--- config.mk ---
export PLATFORM = sky130hd
export DESIGN_NAME = bus_transfer_sequencer
export DESIGN_NICKNAME = d
export VERILOG_FILES = /design/src/rtl/minisrc_bus_pkg.sv /design/src/rtl/bus_sel_decoder.sv /design/src/rtl/bus_transfer_sequencer.sv
export SDC_FILE = /design/constraint.sdc
export NUM_CORES = 1
export LEC_CHECK = 0
export CORE_MARGIN = 2
export CORE_UTILIZATION = 50
export DETAILED_ROUTE_END_ITERATION = 12
export PLACE_DENSITY = 0.85
export SLEW_MARGIN = 20
export SYNTH_ARGS = -nofsm -noshare
export SYNTH_HDL_FRONTEND = slang
export SYNTH_SLANG_ARGS = --single-unit
--- constraint.sdc ---
create_clock -name clock -period 4.3 [get_ports clock]
set_clock_uncertainty 0.15 [all_clocks]
set_input_delay 1.075 -clock clock [delete_from_list [all_inputs] [get_ports clock]]
set_output_delay 1.075 -clock clock [all_outputs]
set_load 0.05 [all_outputs]
--- src/rtl/minisrc_bus_pkg.sv ---
// Shared definitions for the Mini-SRC internal bus sequencer.
// Contents: bus code map, opcode encodings, FSM state encoding and a helper
// that tells whether a bus code names a loadable register.
package minisrc_bus_pkg;

    localparam int unsigned NUM_BUS_SEL = 24;
    localparam int unsigned CODE_W      = 5;
    localparam int unsigned OP_W        = 2;
    localparam int unsigned STEP_W      = 2;
    localparam int unsigned STATE_W     = 2;

    // Source/destination codes; the code is also the bit index in both select vectors.
    localparam logic [CODE_W-1:0] CODE_R0     = 5'd0;
    localparam logic [CODE_W-1:0] CODE_R1     = 5'd1;
    localparam logic [CODE_W-1:0] CODE_R2     = 5'd2;
    localparam logic [CODE_W-1:0] CODE_R3     = 5'd3;
    localparam logic [CODE_W-1:0] CODE_R4     = 5'd4;
    localparam logic [CODE_W-1:0] CODE_R5     = 5'd5;
    localparam logic [CODE_W-1:0] CODE_R6     = 5'd6;
    localparam logic [CODE_W-1:0] CODE_R7     = 5'd7;
    localparam logic [CODE_W-1:0] CODE_R8     = 5'd8;
    localparam logic [CODE_W-1:0] CODE_R9     = 5'd9;
    localparam logic [CODE_W-1:0] CODE_R10    = 5'd10;
    localparam logic [CODE_W-1:0] CODE_R11    = 5'd11;
    localparam logic [CODE_W-1:0] CODE_R12    = 5'd12;
    localparam logic [CODE_W-1:0] CODE_R13    = 5'd13;
    localparam logic [CODE_W-1:0] CODE_R14    = 5'd14;
    localparam logic [CODE_W-1:0] CODE_R15    = 5'd15;
    localparam logic [CODE_W-1:0] CODE_HI     = 5'd16;
    localparam logic [CODE_W-1:0] CODE_LO     = 5'd17;
    localparam logic [CODE_W-1:0] CODE_ZHIGH  = 5'd18;
    localparam logic [CODE_W-1:0] CODE_ZLOW   = 5'd19;
    localparam logic [CODE_W-1:0] CODE_PC     = 5'd20;
    localparam logic [CODE_W-1:0] CODE_MDR    = 5'd21;
    localparam logic [CODE_W-1:0] CODE_INPORT = 5'd22;
    localparam logic [CODE_W-1:0] CODE_C      = 5'd23;

    localparam logic [OP_W-1:0] OP_MOVE  = 2'b00;
    localparam logic [OP_W-1:0] OP_SWAP  = 2'b01;
    localparam logic [OP_W-1:0] OP_LOADC = 2'b10;
    localparam logic [OP_W-1:0] OP_RSVD  = 2'b11;

    localparam logic [STATE_W-1:0] ST_IDLE   = 2'd0;
    localparam logic [STATE_W-1:0] ST_SETTLE = 2'd1;
    localparam logic [STATE_W-1:0] ST_XFER   = 2'd2;

    // Codes that have a load enable: R0-R15, HI, LO, PC, MDR.
    function automatic logic is_reg_target(input logic [CODE_W-1:0] code);
        return (code <= CODE_LO) || (code == CODE_PC) || (code == CODE_MDR);
    endfunction

endpackage

--- src/rtl/bus_sel_decoder.sv ---
// Decodes a 5-bit bus code into a one-hot select vector.
// Ports:
//   code  in  5   bus code (bit index of the select to raise)
//   en    in  1   when low the vector is all-zero
//   sel_c out 24  one-hot select, all-zero for codes above 23
module bus_sel_decoder
    import minisrc_bus_pkg::*;
(
    input  logic [CODE_W-1:0]      code,
    input  logic                   en,
    output logic [NUM_BUS_SEL-1:0] sel_c
);

    // Comparing against every index keeps out-of-range codes all-zero.
    always_comb begin
        sel_c = '0;
        for (int unsigned i = 0; i < NUM_BUS_SEL; i++) begin
            sel_c[i] = en && (code == CODE_W'(i));
        end
    end

endmodule

--- src/rtl/bus_transfer_sequencer.sv ---
// Initiator side of the Mini-SRC internal bus: accepts MOVE/SWAP/LOADC
// requests and sequences one-hot source selects and register load enables.
// Ports:
//   clock, clear          clock and synchronous active-high reset
//   req_valid/req_ready   request handshake; ready only while idle
//   req_op/src/dst        operation and bus codes, latched at accept
//   bus_out_sel           one-hot bus source select
//   reg_in_sel            one-hot register load enable
//   busy                  inverse of req_ready
//   done / err            one-cycle completion / rejection pulses
module bus_transfer_sequencer
    import minisrc_bus_pkg::*;
#(
    parameter int unsigned SETTLE_CYCLES = 0,
    parameter int unsigned SCRATCH_REG   = 15
) (
    input  logic                   clock,
    input  logic                   clear,
    input  logic                   req_valid,
    output logic                   req_ready,
    input  logic [OP_W-1:0]        req_op,
    input  logic [CODE_W-1:0]      req_src,
    input  logic [CODE_W-1:0]      req_dst,
    output logic [NUM_BUS_SEL-1:0] bus_out_sel,
    output logic [NUM_BUS_SEL-1:0] reg_in_sel,
    output logic                   busy,
    output logic                   done,
    output logic                   err
);

    localparam int unsigned        CNT_W          = 3;
    localparam logic [CNT_W-1:0]   SETTLE_LAST    = CNT_W'(SETTLE_CYCLES - 1);
    localparam logic               HAS_SETTLE     = (SETTLE_CYCLES != 0);
    localparam logic [CODE_W-1:0]  SCRATCH_CODE   = CODE_W'(SCRATCH_REG);
    localparam logic [STEP_W-1:0]  SWAP_LAST_STEP = STEP_W'(2);
    localparam logic [STATE_W-1:0] ST_FIRST       = HAS_SETTLE ? ST_SETTLE : ST_XFER;

    logic [STATE_W-1:0]     state_q, state_d;
    logic [STEP_W-1:0]      step_q, step_d;
    logic [CNT_W-1:0]       settle_cnt_q, settle_cnt_d;
    logic [OP_W-1:0]        op_q, op_d;
    logic [CODE_W-1:0]      src_q, src_d;
    logic [CODE_W-1:0]      dst_q, dst_d;
    logic                   done_q, done_d;
    logic                   err_q, err_d;
    logic                   ready_q, ready_d;
    logic                   busy_q, busy_d;
    logic [NUM_BUS_SEL-1:0] bus_sel_q, bus_sel_d;
    logic [NUM_BUS_SEL-1:0] reg_sel_q, reg_sel_d;

    logic                   req_illegal_c;
    logic [STEP_W-1:0]      last_step_c;
    logic [CODE_W-1:0]      src_code_c, dst_code_c;
    logic                   bus_en_c, reg_en_c;

    // Request validation, evaluated on the accept edge.
    always_comb begin
        req_illegal_c = 1'b0;
        if (req_op == OP_RSVD) begin
            req_illegal_c = 1'b1;
        end
        if ((req_op != OP_LOADC) && (req_src > CODE_C)) begin
            req_illegal_c = 1'b1;
        end
        if (!is_reg_target(req_dst)) begin
            req_illegal_c = 1'b1;
        end
        if ((req_op == OP_SWAP) &&
            (!is_reg_target(req_src) || (req_src == SCRATCH_CODE) || (req_dst == SCRATCH_CODE))) begin
            req_illegal_c = 1'b1;
        end
    end

    assign last_step_c = (op_q == OP_SWAP) ? SWAP_LAST_STEP : '0;

    // Next-state logic for the sequencer FSM and its counters.
    always_comb begin
        state_d      = state_q;
        step_d       = step_q;
        settle_cnt_d = settle_cnt_q;
        op_d         = op_q;
        src_d        = src_q;
        dst_d        = dst_q;
        done_d       = 1'b0;
        err_d        = 1'b0;

        case (state_q)
            ST_IDLE: begin
                if (req_valid) begin
                    if (req_illegal_c) begin
                        err_d = 1'b1;
                    end else begin
                        op_d         = req_op;
                        src_d        = req_src;
                        dst_d        = req_dst;
                        step_d       = '0;
                        settle_cnt_d = '0;
                        state_d      = ST_FIRST;
                    end
                end
            end
            ST_SETTLE: begin
                if (settle_cnt_q == SETTLE_LAST) begin
                    state_d = ST_XFER;
                end else begin
                    settle_cnt_d = settle_cnt_q + CNT_W'(1);
                end
            end
            ST_XFER: begin
                if (step_q == last_step_c) begin
                    state_d = ST_IDLE;
                    done_d  = 1'b1;
                end else begin
                    step_d       = step_q + STEP_W'(1);
                    settle_cnt_d = '0;
                    state_d      = ST_FIRST;
                end
            end
            default: begin
                state_d = ST_IDLE;
            end
        endcase
    end

    // Bus codes for the step that will be active next cycle; SWAP rotates through the scratch.
    always_comb begin
        src_code_c = src_d;
        dst_code_c = dst_d;
        if (op_d == OP_LOADC) begin
            src_code_c = CODE_C;
        end else if (op_d == OP_SWAP) begin
            case (step_d)
                2'd0: begin
                    dst_code_c = SCRATCH_CODE;
                end
                2'd1: begin
                    src_code_c = dst_d;
                    dst_code_c = src_d;
                end
                default: begin
                    src_code_c = SCRATCH_CODE;
                end
            endcase
        end
    end

    assign bus_en_c = (state_d == ST_SETTLE) || (state_d == ST_XFER);
    assign reg_en_c = (state_d == ST_XFER);
    assign ready_d  = (state_d == ST_IDLE);
    assign busy_d   = ~ready_d;

    bus_sel_decoder u_bus_dec (
        .code  (src_code_c),
        .en    (bus_en_c),
        .sel_c (bus_sel_d)
    );

    bus_sel_decoder u_reg_dec (
        .code  (dst_code_c),
        .en    (reg_en_c),
        .sel_c (reg_sel_d)
    );

    // State and output registers.
    always_ff @(posedge clock) begin
        if (clear) begin
            state_q      <= ST_IDLE;
            step_q       <= '0;
            settle_cnt_q <= '0;
            op_q         <= OP_MOVE;
            src_q        <= '0;
            dst_q        <= '0;
            done_q       <= 1'b0;
            err_q        <= 1'b0;
            ready_q      <= 1'b1;
            busy_q       <= 1'b0;
            bus_sel_q    <= '0;
            reg_sel_q    <= '0;
        end else begin
            state_q      <= state_d;
            step_q       <= step_d;
            settle_cnt_q <= settle_cnt_d;
            op_q         <= op_d;
            src_q        <= src_d;
            dst_q        <= dst_d;
            done_q       <= done_d;
            err_q        <= err_d;
            ready_q      <= ready_d;
            busy_q       <= busy_d;
            bus_sel_q    <= bus_sel_d;
            reg_sel_q    <= reg_sel_d;
        end
    end

    assign req_ready   = ready_q;
    assign busy        = busy_q;
    assign done        = done_q;
    assign err         = err_q;
    assign bus_out_sel = bus_sel_q;
    assign reg_in_sel  = reg_sel_q;

endmodule

* Word-level counts from Yosys, hierarchy flattened *
Index checks and enable logic that the tools add are counted.
Widths: inputs -> output; s select.

storage, ports and cells
  bits in registers = 71
  input bits = 15
  output and inout bits = 52
  logic and storage cells = 193

cells by class
  $add $sub $neg = 2
  order comparisons = 3
  equality and inequality tests = 69
  mux-type cells = 36
  bitwise logic cells = 4
  reduce and logical (&&, ||, !) cells = 67

operators by type and width
  kind                count
  $eq 5x5->1 const B  20
  $eq 5x4->1 const B  18
  $logic_and 1x1->1   50
  $mux 5              10
  $eq 5x3->1 const B  8
  $mux 2              11
  $eq 5x2->1 const B  4
  $pmux 5 s2          2
  $eq 2x1->1 const B  6
  $mux 3              4
  $eq 5x1->1 const B  2
  $le 5x5->1 const B  2
  $logic_not 5->1     2
  $ne 2x2->1 const B  5
  $pmux 3 s3          1
  $eq 2x2->1 const B  4
  $logic_or 1x1->1    7
  $logic_not 2->1     3
  $mux 1              6
  $pmux 2 s3          1
  $gt 5x5->1 const B  1
  $reduce_and 5->1    1
  $not 1->1           4
  $pmux 2 s2          1
  8 further kinds     8

* Logic depth before layout (Yosys ltp) *
Gate-level depths: netlist of the first run.

  depth in word-level cells = 17
  gate-level depth with buffers = 13
  mapped depth without buffers = 12

* Cells and area by module *
Synthesis of the first run repeated with hierarchy kept, for this count alone.

second synthesis, totals
  cells, all modules = 300
  area total of the unflattened synthesis = 2815.2 um^2

by module, submodules not included
  module                  times used  cells each  area an instance (um^2)  sequential area each (um^2)
  bus_transfer_sequencer  1           230         2459.9                   1421.4
  bus_sel_decoder         2           35          177.7                    0.0

* Worst setup path before layout of the first run *
Ideal clock, no wire load.

  kind = input port to flip-flop
  start = input req_src[0]
  end = register reg_sel_q[10] (netlist: reg_in_sel[10])
  library setup time = 79 ps
  arrival = 3109 ps
  data required time = 4071 ps
  slack = 962 ps
  stages = 12
  path buffers = 0
  cells stage by stage = and4_4 o31ai_4 and4_1 a21oi_1 o21a_1 inv_1 ha_1 nand2b_1 a311o_1 a31oi_2 nand2_1 nor3_1

on the way
  elaborated cells between the ends (all ways) = 40
  classes of those cells = order compare (2); eq/ne (8); mux (21); reduce/logical (9)

RTL lines
  item                                      line                           RTL
  start: declaration                        bus_transfer_sequencer.sv:22   input logic [CODE_W-1:0] req_src,
  $le 5x5->1 or $eq 5x5->1 (tied branches)  minisrc_bus_pkg.sv:49          return (code <= CODE_LO) || (code == CODE_PC) || (code == CODE_MDR);
  $logic_or 1x1->1 (2 in a row)             minisrc_bus_pkg.sv:49
  $logic_not 1->1                           bus_transfer_sequencer.sv:69   (!is_reg_target(req_src) || (req_src == SCRATCH_CODE) || (req_dst == SCRATCH_CODE))) begin
  $logic_or 1x1->1 (2 in a row)             bus_transfer_sequencer.sv:69
  $logic_and 1x1->1                         bus_transfer_sequencer.sv:68   if ((req_op == OP_SWAP) &&
  $mux 1 (*)                                bus_transfer_sequencer.sv:68
  $mux 2 (*)                                bus_transfer_sequencer.sv:90   if (req_illegal_c) begin
  $mux 2 (*)                                bus_transfer_sequencer.sv:89   if (req_valid) begin
  $pmux 2 s3 (*)                            bus_transfer_sequencer.sv:87   case (state_q)
  net state_d[1]                            bus_transfer_sequencer.sv:38   logic [STATE_W-1:0] state_q, state_d;
  $eq 2x2->1 (*)                            bus_transfer_sequencer.sv:148  assign reg_en_c = (state_d == ST_XFER);
  $logic_and 1x1->1 (*)                     bus_sel_decoder.sv:18          sel_c[i] = en && (code == CODE_W'(i));
  end signal: assignment                    bus_transfer_sequencer.sv:191  reg_sel_q <= reg_sel_d;
  end: declaration                          bus_transfer_sequencer.sv:49   logic [NUM_BUS_SEL-1:0] reg_sel_q, reg_sel_d;

The timed path passes the listed nets; every way through them passes the cells marked *.
A chain may end at the register's enable or synchronous reset.

* Worst setup path in the final report of the first run *
  start = input req_dst[3]
  end = register reg_sel_q[11] (netlist: reg_in_sel[11])

on the way
  longest elaborated chain between the ends = 14
  elaborated cells between the ends (all ways) = 35
  classes of those cells = order compare (1); eq/ne (8); mux (20); reduce/logical (6)

ends and longest elaborated chain
  item                                           line                           RTL
  start: declaration                             bus_transfer_sequencer.sv:23   input logic [CODE_W-1:0] req_dst,
  $le 5x5->1 or $eq 5x5->1 (tied branches)       minisrc_bus_pkg.sv:49
  $logic_or 1x1->1 (2 in a row)                  minisrc_bus_pkg.sv:49
  $mux 1                                         bus_transfer_sequencer.sv:65   if (!is_reg_target(req_dst)) begin
  $mux 1                                         bus_transfer_sequencer.sv:68
  $mux 2                                         bus_transfer_sequencer.sv:90
  $mux 2                                         bus_transfer_sequencer.sv:89
  $pmux 2 s2                                     bus_transfer_sequencer.sv:87
  $eq 2x1->1 or $logic_not 2->1 (tied branches)  bus_transfer_sequencer.sv:132  case (step_d)
  $pmux 5 s2                                     bus_transfer_sequencer.sv:132
  $mux 5                                         bus_transfer_sequencer.sv:131  end else if (op_d == OP_SWAP) begin
  $mux 5                                         bus_transfer_sequencer.sv:129  if (op_d == OP_LOADC) begin
  $eq 5x4->1                                     bus_sel_decoder.sv:18
  $logic_and 1x1->1 (*)                          bus_sel_decoder.sv:18

Mark *: on every way between the ends. The rest lies on a longest branch, timed or not.

==> impl_metrics.csv, run 1 <==
group,metric,value,unit
outcome,status,"complete, no violations",
cells_and_area,diodes,0,
synthesis,syn_area,2974,um2
sta,finalHoldViolations,0,
sta,finalCritPeriodShare,89.06,%
global_route,grt_max_degree,26,
die,die_w,81.13,um
power,comb_power_share,12.7,%
clocking,ctsResizeCount,0,
detailed_routing,routed.top_layer,"met4",
global_route,overflow,0,
clocking,cts_buffers,9,
sta,rsz0062_at_grt,"false",
synthesis,synth_edf_count,0,
synthesis,yosysWarnings,0,
worst_setup_path,critical_path.max_fanout,12,
worst_setup_path,crit_path_start_kind,"input port",
worst_setup_path,critical_path.cell_chain,"clkdlybuf4s50_1 > o21ai_1 > nand3b_1 > nor3_4 > o21ai_2 > mux2i_1 > or3_1 > nor3_2",
detailed_routing,wl_met3,387,um
clocking,clockBufferDepth,2,
place,portBuffers,66,
cells_and_area,fin_util,67.17,%
synthesis,postSynthAreaPerCell,9.719,um2
flow_run,drv_cap,0,
global_route,grt_pass1_wl,11300,um
die,die_h,81.13,um
synthesis,async_flop_share,0,%
power,switching_share,25.39,%
clocking,cts.sinks,71,
cells_and_area,fin_nets,398,
die,start_util,50.83,%
detailed_routing,vias,2536,
sta,fmax,261.1,MHz
power,power_density,366.2,nW/um2
power,pwr-share-seq,46.7,%
sta,worst_pin_slew,0.6698,ns
clocking,htree_num_levels,3,
detailed_routing,wl_met1,3030,um
min_path,hold_depth,2,
worst_setup_path,worstPathRequired,4.43,ns
clocking,cts_root_buffer,"clkbuf_8",
power,finalPower,0.001439,W
die,die_area,6581,um2
worst_setup_path,worstRegToRegCells,7,
global_route,grt_pass1_vias,2355,
synthesis,synth_ff_type,"dfxtp_1",
clocking,tritoncts,"yes",
detailed_routing,dr.pass1.iters,4,
worst_setup_path,critical_path_arrival,3.96,ns
synthesis,synthCells,306,
synthesis,yosys.cell_types.count,60,
detailed_routing,drc,0,
clocking,cts_setup_buffers,0,
worst_setup_path,rr_endpoint,"reg_in_sel[11]",
clocking,clkTransAtPathRegs,0.07,ns
sta,drv_slew,0,
clocking,clkLatencyLatePin,0.35,ns
cells_and_area,syn_to_final_growth,32.14,%
synthesis,synth-seq-cells,71,
sta,slew_headroom,55.26,%
min_path,hp-start,"op_q[0]",
synthesis,synth_nets,325,
worst_setup_path,reg2reg_from,"state_q[0]",
detailed_routing,post_drt_wl_per_cell,15.20,um
synthesis,seq_area_frac_synth,47.79,%
power,p_switching,0.0003654,W
detailed_routing,wl_met2,3403,um
die,rows,28,
min_path,min_to,"op_q[0]",
die,ios,67,
min_path,hp-class,"reg2reg",
worst_setup_path,worst-path-buf-inv,1,
worst_setup_path,r2r_setup_slack,1.35,ns
detailed_routing,drt-initial-drc-count,137,
worst_setup_path,cp_top_family,"simple AND/OR/NAND/NOR gates",
power,p_leak,1.402,nW
worst_setup_path,crit_path_max_incr_delay,0.55,ns
sta,setup_viol,0,
global_route,grt_use_total,23.05,%
power,ir_worst_vdd,0.3485,mV
clocking,hold_buffers,0,
worst_setup_path,critPathKind,"in2reg",
place,dp_hpwl,5270,um
power,intPower,0.001074,W
sta,min_period,3.830,ns
power,clockPowerShare,40.6,%
cells_and_area,drive_gt1_share,13.32,%
place,gp_congestion,0.9413,
detailed_routing,detail_route.vias_per_cell,5.537,
die,coreArea,5851,um2
worst_setup_path,end_kind,"register",
detailed_routing,ant_nets,0,
sta,setup-tns-final,0,ns
worst_setup_path,slowest_stage,"or3_1",
detailed_routing,wirelength,6963,um
global_route,antenna_found_initial,0,
==> cell usage in the layout, fill, tap and decap left out, types with 3 or more instances in the layout <==
master and n:
mux2_2 6, nor2_1 39, nor3_1 19, o31ai_1 7
dfxtp_1 71, nand2_1 16, buf_4 7, clkdlybuf4s50_1 66
a21oi_1 10, and4_1 3, inv_1 5, o21ai_0 4
clkbuf_8 10, nand3_1 8, ha_1 4, o21a_1 5
nor3_2 5, nand4_1 8, nand2b_1 5, nor2b_1 14
o21ai_1 4, nand3b_1 3, mux2i_1 5, and2_1 5
==> cells by family (layout without fill, tap and decap cells) <==
| logic type | Yosys count | after routing | share of synthesized area (%) |
|---|---|---|---|
| AO/OA/AOI/OAI | 56 | 56 | 14.64 |
| XOR/XNOR | 2 | 2 | 0.5891 |
| adder cells (fa/ha/maj) | 4 | 4 | 1.683 |
| buffers and inverters | 16 | 93 | 2.987 |
| flip-flops | 71 | 71 | 47.79 |
| multiplexers | 12 | 12 | 4.712 |
| AND/OR/NAND/NOR | 145 | 145 | 27.60 |
==> flip-flops by register name, indices dropped and copies added, names as in the netlist <==
register,cells
dst_q,5
err,1
settle_cnt_q,3
op_q,2
bus_out_sel,24
done,1
busy,1
src_q,5
state_q,2
step_q,2
req_ready,1
reg_in_sel,24
==> metrics by stage <==
step	instance area, um2	setup WS, ns	cells	hold slack (ns)
after global routing	3930	0.2510	458	0.3637
after CTS	3930	0.5399	458	0.3350
after floorplan	2974	0.9620	306	0.3081
after global placement	3711	0.2938	443	0.3210
final	3930	0.4702	458	0.3344
after detailed placement	3711	0.1914	443	0.3243
==> cells in the mapped netlist (3+ instances only) <==
| library cell | count | area, um2 |
|---|---|---|
| dfxtp_1 | 71 | 1421 |
| nor2_1 | 39 | 146.4 |
| nor3_1 | 19 | 95.09 |
| nand2_1 | 16 | 60.06 |
| nor2b_1 | 14 | 87.58 |
| a21oi_1 | 10 | 50.05 |
| nand3_1 | 8 | 40.04 |
| nand4_1 | 8 | 50.05 |
| o31ai_1 | 7 | 52.55 |
| mux2_2 | 6 | 67.56 |
| and2_1 | 5 | 31.28 |
| buf_2 | 5 | 25.02 |
| inv_1 | 5 | 18.77 |
| mux2i_1 | 5 | 50.05 |
| nand2b_1 | 5 | 31.28 |
| nor3_2 | 5 | 50.05 |
| o21a_1 | 5 | 37.54 |
| ha_1 | 4 | 50.05 |
| o21ai_0 | 4 | 20.02 |
| o21ai_1 | 4 | 20.02 |
| and4_1 | 3 | 26.28 |
| buf_6 | 3 | 33.78 |
| clkbuf_1 | 3 | 11.26 |
| nand3b_1 | 3 | 22.52 |
==> power groups by stage <==
stage / clock network, W / logic (W) / registers [W]
after floorplan: 0 / 0.000109 / 0.000701
after global placement: 0 / 0.000174 / 0.000687
after detailed placement: 0 / 0.000178 / 0.000687
after CTS: 0.000587 / 0.000180 / 0.000672
after global routing: 0.000619 / 0.000197 / 0.000673
final: 0.000585 / 0.000182 / 0.000672
==> worst max path at each step <==
stage                    start               to  slack (ns)  cells past startpoint
finish              req_dst[3]   reg_in_sel[11]        0.47                      8
detailed placement  req_dst[3]   reg_in_sel[11]        0.19                      8
global route        req_dst[3]  bus_out_sel[19]        0.25                      8
floorplan           req_src[0]   reg_in_sel[10]        0.96                     12
CTS                 req_dst[3]   reg_in_sel[11]        0.54                      8
global placement    req_dst[1]   reg_in_sel[23]        0.29                      8
==> routing by layer <==
layer  track usage [%]  vias up
met5                 0        -
met2             36.20       85
met3             6.556       20
met4             8.983        0
met1             30.04     1188
li1                  -     1243
==> worst reg2reg max path: stages, from the launching register on <==
cell and delay, ns:
dfxtp_1 0.36, nor2b_1 0.30, nand3b_1 0.35, nor3_4 0.43, o21ai_2 0.28, mux2i_1 0.23, or3_1 0.55, nor3_2 0.22
==> final cells by class <==
class,count,area [um2]
tap,75,93.84
clock buffer,10,137.6
multi-input combinational,219,1464
timing repair buffer,73,713.2
fill,445,1921
sequential,71,1421
inverter,5,18.77
clock inverter,5,81.33
(Power assumes the default switching activity.)
==> run 2: changes to the inputs <==
GPL_ROUTABILITY_DRIVEN = 0   (was not set)
==> run 2 against run 1 <==
Combinational power about the same. Sequential power about the same. Routed wire length decreased by 1.8%. Via count increased by 1.9%. Total power increased by 0.79%. Clock power increased by 2%. Sequential share of layout area decreased by 0.15 points. Non-clock buffer count increased by 1. Global-route usage decreased by 1.4 points. Die area unchanged. Clock-buffer cell count decreased by 1. Critical endpoint unchanged. Largest power group unchanged. Highest routed layer unchanged.
==> impl_metrics.csv, run 2 (synthesis gave the netlist of run 1 again) <==
group,metric,value,unit
outcome,status,"complete, no violations",
worst_setup_path,r2r_setup_slack,1.42,ns
clocking,clkTransAtPathRegs,0.08,ns
sta,worst_pin_slew,0.6491,ns
clocking,cts_root_buffer,"clkbuf_8",
sta,finalHoldViolations,0,
cells_and_area,n_fill_cell,449,
clocking,tritoncts,"yes",
cells_and_area,diodes,0,
sta,rsz0062_at_grt,"false",
detailed_routing,drc,0,
detailed_routing,post_drt_wl_per_cell,14.86,um
detailed_routing,detail_route.vias_per_cell,5.615,
cells_and_area,final_cell_mix,"dfxtp_1 (71), clkdlybuf4s50_1 (66), nor2_1 (39)",
cells_and_area,syn_to_final_growth,32.69,%
clocking,clockBufferDepth,2,
clocking,cts_buffers,9,
die,die_area,6581,um2
worst_setup_path,reg2reg_from,"state_q[0]",
detailed_routing,dr.pass1.iters,7,
clocking,cts.sinks,71,
worst_setup_path,end_kind,"register",
flow_run,drv_cap,0,
sta,drv_slew,0,
sta,fmax,264.9,MHz
sta,setup-tns-final,0,ns
die,ios,67,
min_path,hp-class,"reg2reg",
global_route,antenna_found_initial,0,
cells_and_area,drive_gt1_share,13.77,%
worst_setup_path,rr_endpoint,"bus_out_sel[19]",
sta,finalCritPeriodShare,87.80,%
global_route,grt_max_degree,26,
clocking,cts_setup_buffers,0,
detailed_routing,wirelength,6837,um
cells_and_area,fin_nets,399,
worst_setup_path,worstRegToRegCells,7,
worst_setup_path,critical_path.max_fanout,12,
cells_and_area,layout.cells.non_filler,460,
clocking,htree_num_levels,3,
die,coreArea,5851,um2
detailed_routing,vias,2583,
min_path,hold_depth,2,
min_path,min_to,"src_q[2]",
detailed_routing,ant_nets,0,
place,portBuffers,66,
worst_setup_path,critPathKind,"in2reg",
global_route,grt_use_total,21.60,%
sta,slew_headroom,56.64,%
place,dp_hpwl,5051,um
global_route,overflow,0,
sta,setup_viol,0,
clocking,ctsResizeCount,0,
global_route,grt_pass1_vias,2247,
sta,min_period,3.776,ns
worst_setup_path,worstPathRequired,4.44,ns
power,p_leak,1.413,nW
global_route,grt_pass1_wl,10650,um
cells_and_area,layout_commonest_cell,"dfxtp_1",
die,die_h,81.13,um
worst_setup_path,critical_path_arrival,3.91,ns
die,die_w,81.13,um
clocking,clkLatencyLatePin,0.35,ns
place,dpl.cell_count,444,
die,rows,28,
power,power_density,367.6,nW/um2
detailed_routing,drt-initial-drc-count,127,
clocking,hold_buffers,0,
min_path,hp-start,"src_q[2]",
worst_setup_path,crit_path_start_kind,"input port",
power,ir_worst_vdd,0.2756,mV
die,start_util,50.83,%
run 2: worst max-delay path by stage:
stage                     from        endpoint  cells past startpoint
CTS                 req_src[1]  reg_in_sel[11]                      8
floorplan           req_src[0]  reg_in_sel[10]                     12
global placement    req_src[1]  reg_in_sel[11]                      8
global route         req_op[1]  reg_in_sel[11]                      8
detailed placement  req_src[1]  reg_in_sel[11]                      8
finish              req_src[1]  reg_in_sel[11]                      8
run 2: report_power, final:
group / total [W] / switching [W] / internal (W)
registers: 0.000672 / 0.00000510 / 0.000667
clock network: 0.000597 / 0.000264 / 0.000333
logic: 0.000182 / 0.000114 / 0.0000676
total: 0.00145 / 0.000383 / 0.00107
run 2: area by class of cell:
cell class / instances / area [um2] / area share [%]
flip-flops and latches: 71 / 1421 / 36.02
clock buffers: 9 / 123.9 / 3.139
repair buffers: 74 / 720.7 / 18.26
well taps: 75 / 93.84 / 2.378
clock inverters: 7 / 103.9 / 2.632
multi-input cells: 219 / 1464 / 37.10
inverters: 5 / 18.77 / 0.4756
run 2: worst max-delay path: stages:
cell	delay, ns
clkdlybuf4s50_1	0.51
and4_4	0.26
o31a_1	0.38
nor3_4	0.11
o21ai_2	0.54
mux2i_1	0.24
or3_1	0.57
nor3_2	0.22
run 2: metal layers:
layer  global-route usage [%]  share of wire (%)  vias to the layer above
met3                    5.556                8.4                       15
met5                        0                  0                        -
met4                    10.17                2.0                        0
met1                    28.08                 42                     1203
met2                    33.55                 48                      111
li1                         -                  -                     1254
run 2: per-stage QoR:
stage	power (W)	utilization [%]	instance area, um2	hold WS [ns]	setup slack, ns
global placement	0.0008623	63.56	3719	0.3285	0.2686
detailed placement	0.0008648	63.56	3719	0.3394	0.1994
global route	0.001504	67.45	3946	0.3714	0.3410
CTS	0.001458	67.45	3946	0.3517	0.5643
floorplan	0.0008100	-	2974	0.3081	0.9620
finish	0.001451	67.45	3946	0.3575	0.5244
==> run 3: changes to the inputs <==
CORE_MARGIN = not set   (was 2)
HOLD_SLACK_MARGIN = 0.05   (was not set)
==> run 3 against run 2 <==
Total power up 4.0%. Clock-buffer cell count up 1. Die area decreased by 4.9%. Cell count decreased by 0.87%. Routed wire length up 4.5%. Via count rose by 0.85%. Critical path type unchanged. Critical endpoint is now bus_out_sel[23].
==> impl_metrics.csv, run 3 (synthesis gave the netlist of run 1 again) <==
group,metric,value,unit
outcome,status,"complete, no violations",
cells_and_area,diodes,0,
power,power_density,381.1,nW/um2
global_route,grt_use_total,24.94,%
die,coreArea,5608,um2
clocking,clkTransAtPathRegs,0.07,ns
detailed_routing,drc,0,
worst_setup_path,critPathLaunch,"req_dst[3]",
place,portBuffers,66,
sta,min_period,3.790,ns
die,start_util,53.03,%
sta,slew_headroom,60.00,%
sta,finalCritPeriodShare,88.14,%
worst_setup_path,end_kind,"register",
sta,setup_viol,0,
min_path,hold_depth,2,
worst_setup_path,critical_path.max_fanout,8,
worst_setup_path,crit_path_start_kind,"input port",
worst_setup_path,rr_endpoint,"bus_out_sel[23]",
sta,worst_pin_slew,0.5999,ns
cells_and_area,final_cell_mix,"dfxtp_1 (71), clkdlybuf4s50_1 (66), nor2_1 (39)",
clocking,clkLatencyLatePin,0.35,ns
die,ios,67,
cells_and_area,drive_gt1_share,13.54,%
clocking,tritoncts,"yes",
global_route,grt_pass1_vias,2450,
detailed_routing,post_drt_wl_per_cell,15.67,um
global_route,antenna_found_initial,0,
place,dpl.cell_count,440,
die,die_h,79.13,um
place,dp_hpwl,5181,um
clocking,ctsResizeCount,0,
detailed_routing,wirelength,7146,um
cells_and_area,layout_commonest_cell,"dfxtp_1",
clocking,cts_setup_buffers,0,
cells_and_area,fin_nets,398,
sta,setup-tns-final,0,ns
die,rows,27,
sta,finalHoldViolations,0,
worst_setup_path,worstRegToRegCells,7,
place,placed_area,3707,um2
global_route,overflow,0,
die,die_area,6261,um2
worst_setup_path,critPathCapture,"bus_out_sel[23]",
sta,fmax,263.9,MHz
clocking,htree_num_levels,3,
cells_and_area,syn_to_final_growth,33.15,%
clocking,cts_root_buffer,"clkbuf_8",
detailed_routing,drt-initial-drc-count,228,
detailed_routing,dr.pass1.iters,5,
worst_setup_path,reg2reg_from,"state_q[0]",
cells_and_area,layout.cells.non_filler,456,
flow_run,drv_cap,0,
worst_setup_path,critPathKind,"in2reg",
clocking,cts.sinks,71,
detailed_routing,vias,2605,
clocking,cts_buffers,9,
sta,drv_slew,0,
power,p_leak,1.417,nW
detailed_routing,ant_nets,0,
detailed_routing,detail_route.vias_per_cell,5.713,
cells_and_area,fin_area,3960,um2
worst_setup_path,worstPathRequired,4.41,ns
worst_setup_path,critical_path_arrival,3.90,ns
die,die_w,79.13,um
clocking,clockBufferDepth,2,
sta,rsz0062_at_grt,"false",
power,finalPower,0.001509,W
worst_setup_path,r2r_setup_slack,1.38,ns
min_path,hp-class,"reg2reg",
clocking,hold_buffers,0,
power,ir_worst_vdd,0.2106,mV
global_route,grt_max_degree,26,
global_route,grt_pass1_wl,11900,um
## run 3: cell count changes in the layout (fill, tap and decap cells not counted)
cell | previous run | this run
clkinvlp_4 | 0 | 1
inv_6 | 2 | 1
clkinv_4 | 3 | 1
bufinv_16 | 2 | 3
buf_4 | 8 | 7
clkbuf_8 | 9 | 10
## run 3: metal layers
| layer | GRT usage (%) | vias to the layer above | part of all wire (%) |
|---|---|---|---|
| met5 | 0 | - | 0 |
| met4 | 11.82 | 0 | 2.6 |
| met3 | 5.632 | 19 | 7.9 |
| met2 | 41.38 | 139 | 48 |
| met1 | 30.53 | 1200 | 41 |
| li1 | - | 1247 | - |
## run 3: layout make-up
type / instances / area (um2)
inverter: 5 / 18.77
clock buffer: 10 / 137.6
tap: 72 / 90.09
multi-input combinational: 219 / 1464
fill: 455 / 1648
timing repair buffer: 73 / 713.2
sequential: 71 / 1421
clock inverter: 6 / 115.1
## run 3: worst max-delay path: stages
cell	delay, ns
clkdlybuf4s50_1	0.44
o21ai_1	0.33
nand3b_1	0.42
o31ai_1	0.48
nand2_1	0.16
o31ai_1	0.49
a21oi_1	0.25
nor3b_1	0.25
## run 3: worst min-delay path by stage
stage / slack [ns] / end / from
6_report: 0.36 / settle_cnt_q[1] / settle_cnt_q[1]
5_1_grt: 0.38 / op_q[1] / op_q[1]
4_1_cts: 0.36 / dst_q[4] / dst_q[4]
3_5_place_dp: 0.35 / settle_cnt_q[1] / settle_cnt_q[1]
3_3_place_gp: 0.33 / src_q[2] / src_q[2]
2_1_floorplan: 0.31 / op_q[0] / op_q[0]
## run 3: per-stage QoR
stage | util (%) | hold slack, ns | setup WS (ns)
3_3_place_gp | 66.11 | 0.3287 | 0.3094
6_report | 70.62 | 0.3590 | 0.5101
2_1_floorplan | - | 0.3081 | 0.9620
5_1_grt | 70.62 | 0.3789 | 0.3400
3_5_place_dp | 66.11 | 0.3471 | 0.2358
4_1_cts | 70.62 | 0.3628 | 0.5669
## run 3: where the power goes
group	switching, W	leakage, nW	internal [W]
Sequential	0.00000556	0.573	0.000667
Combinational	0.000117	0.721	0.0000671
Clock	0.000249	0.123	0.000404
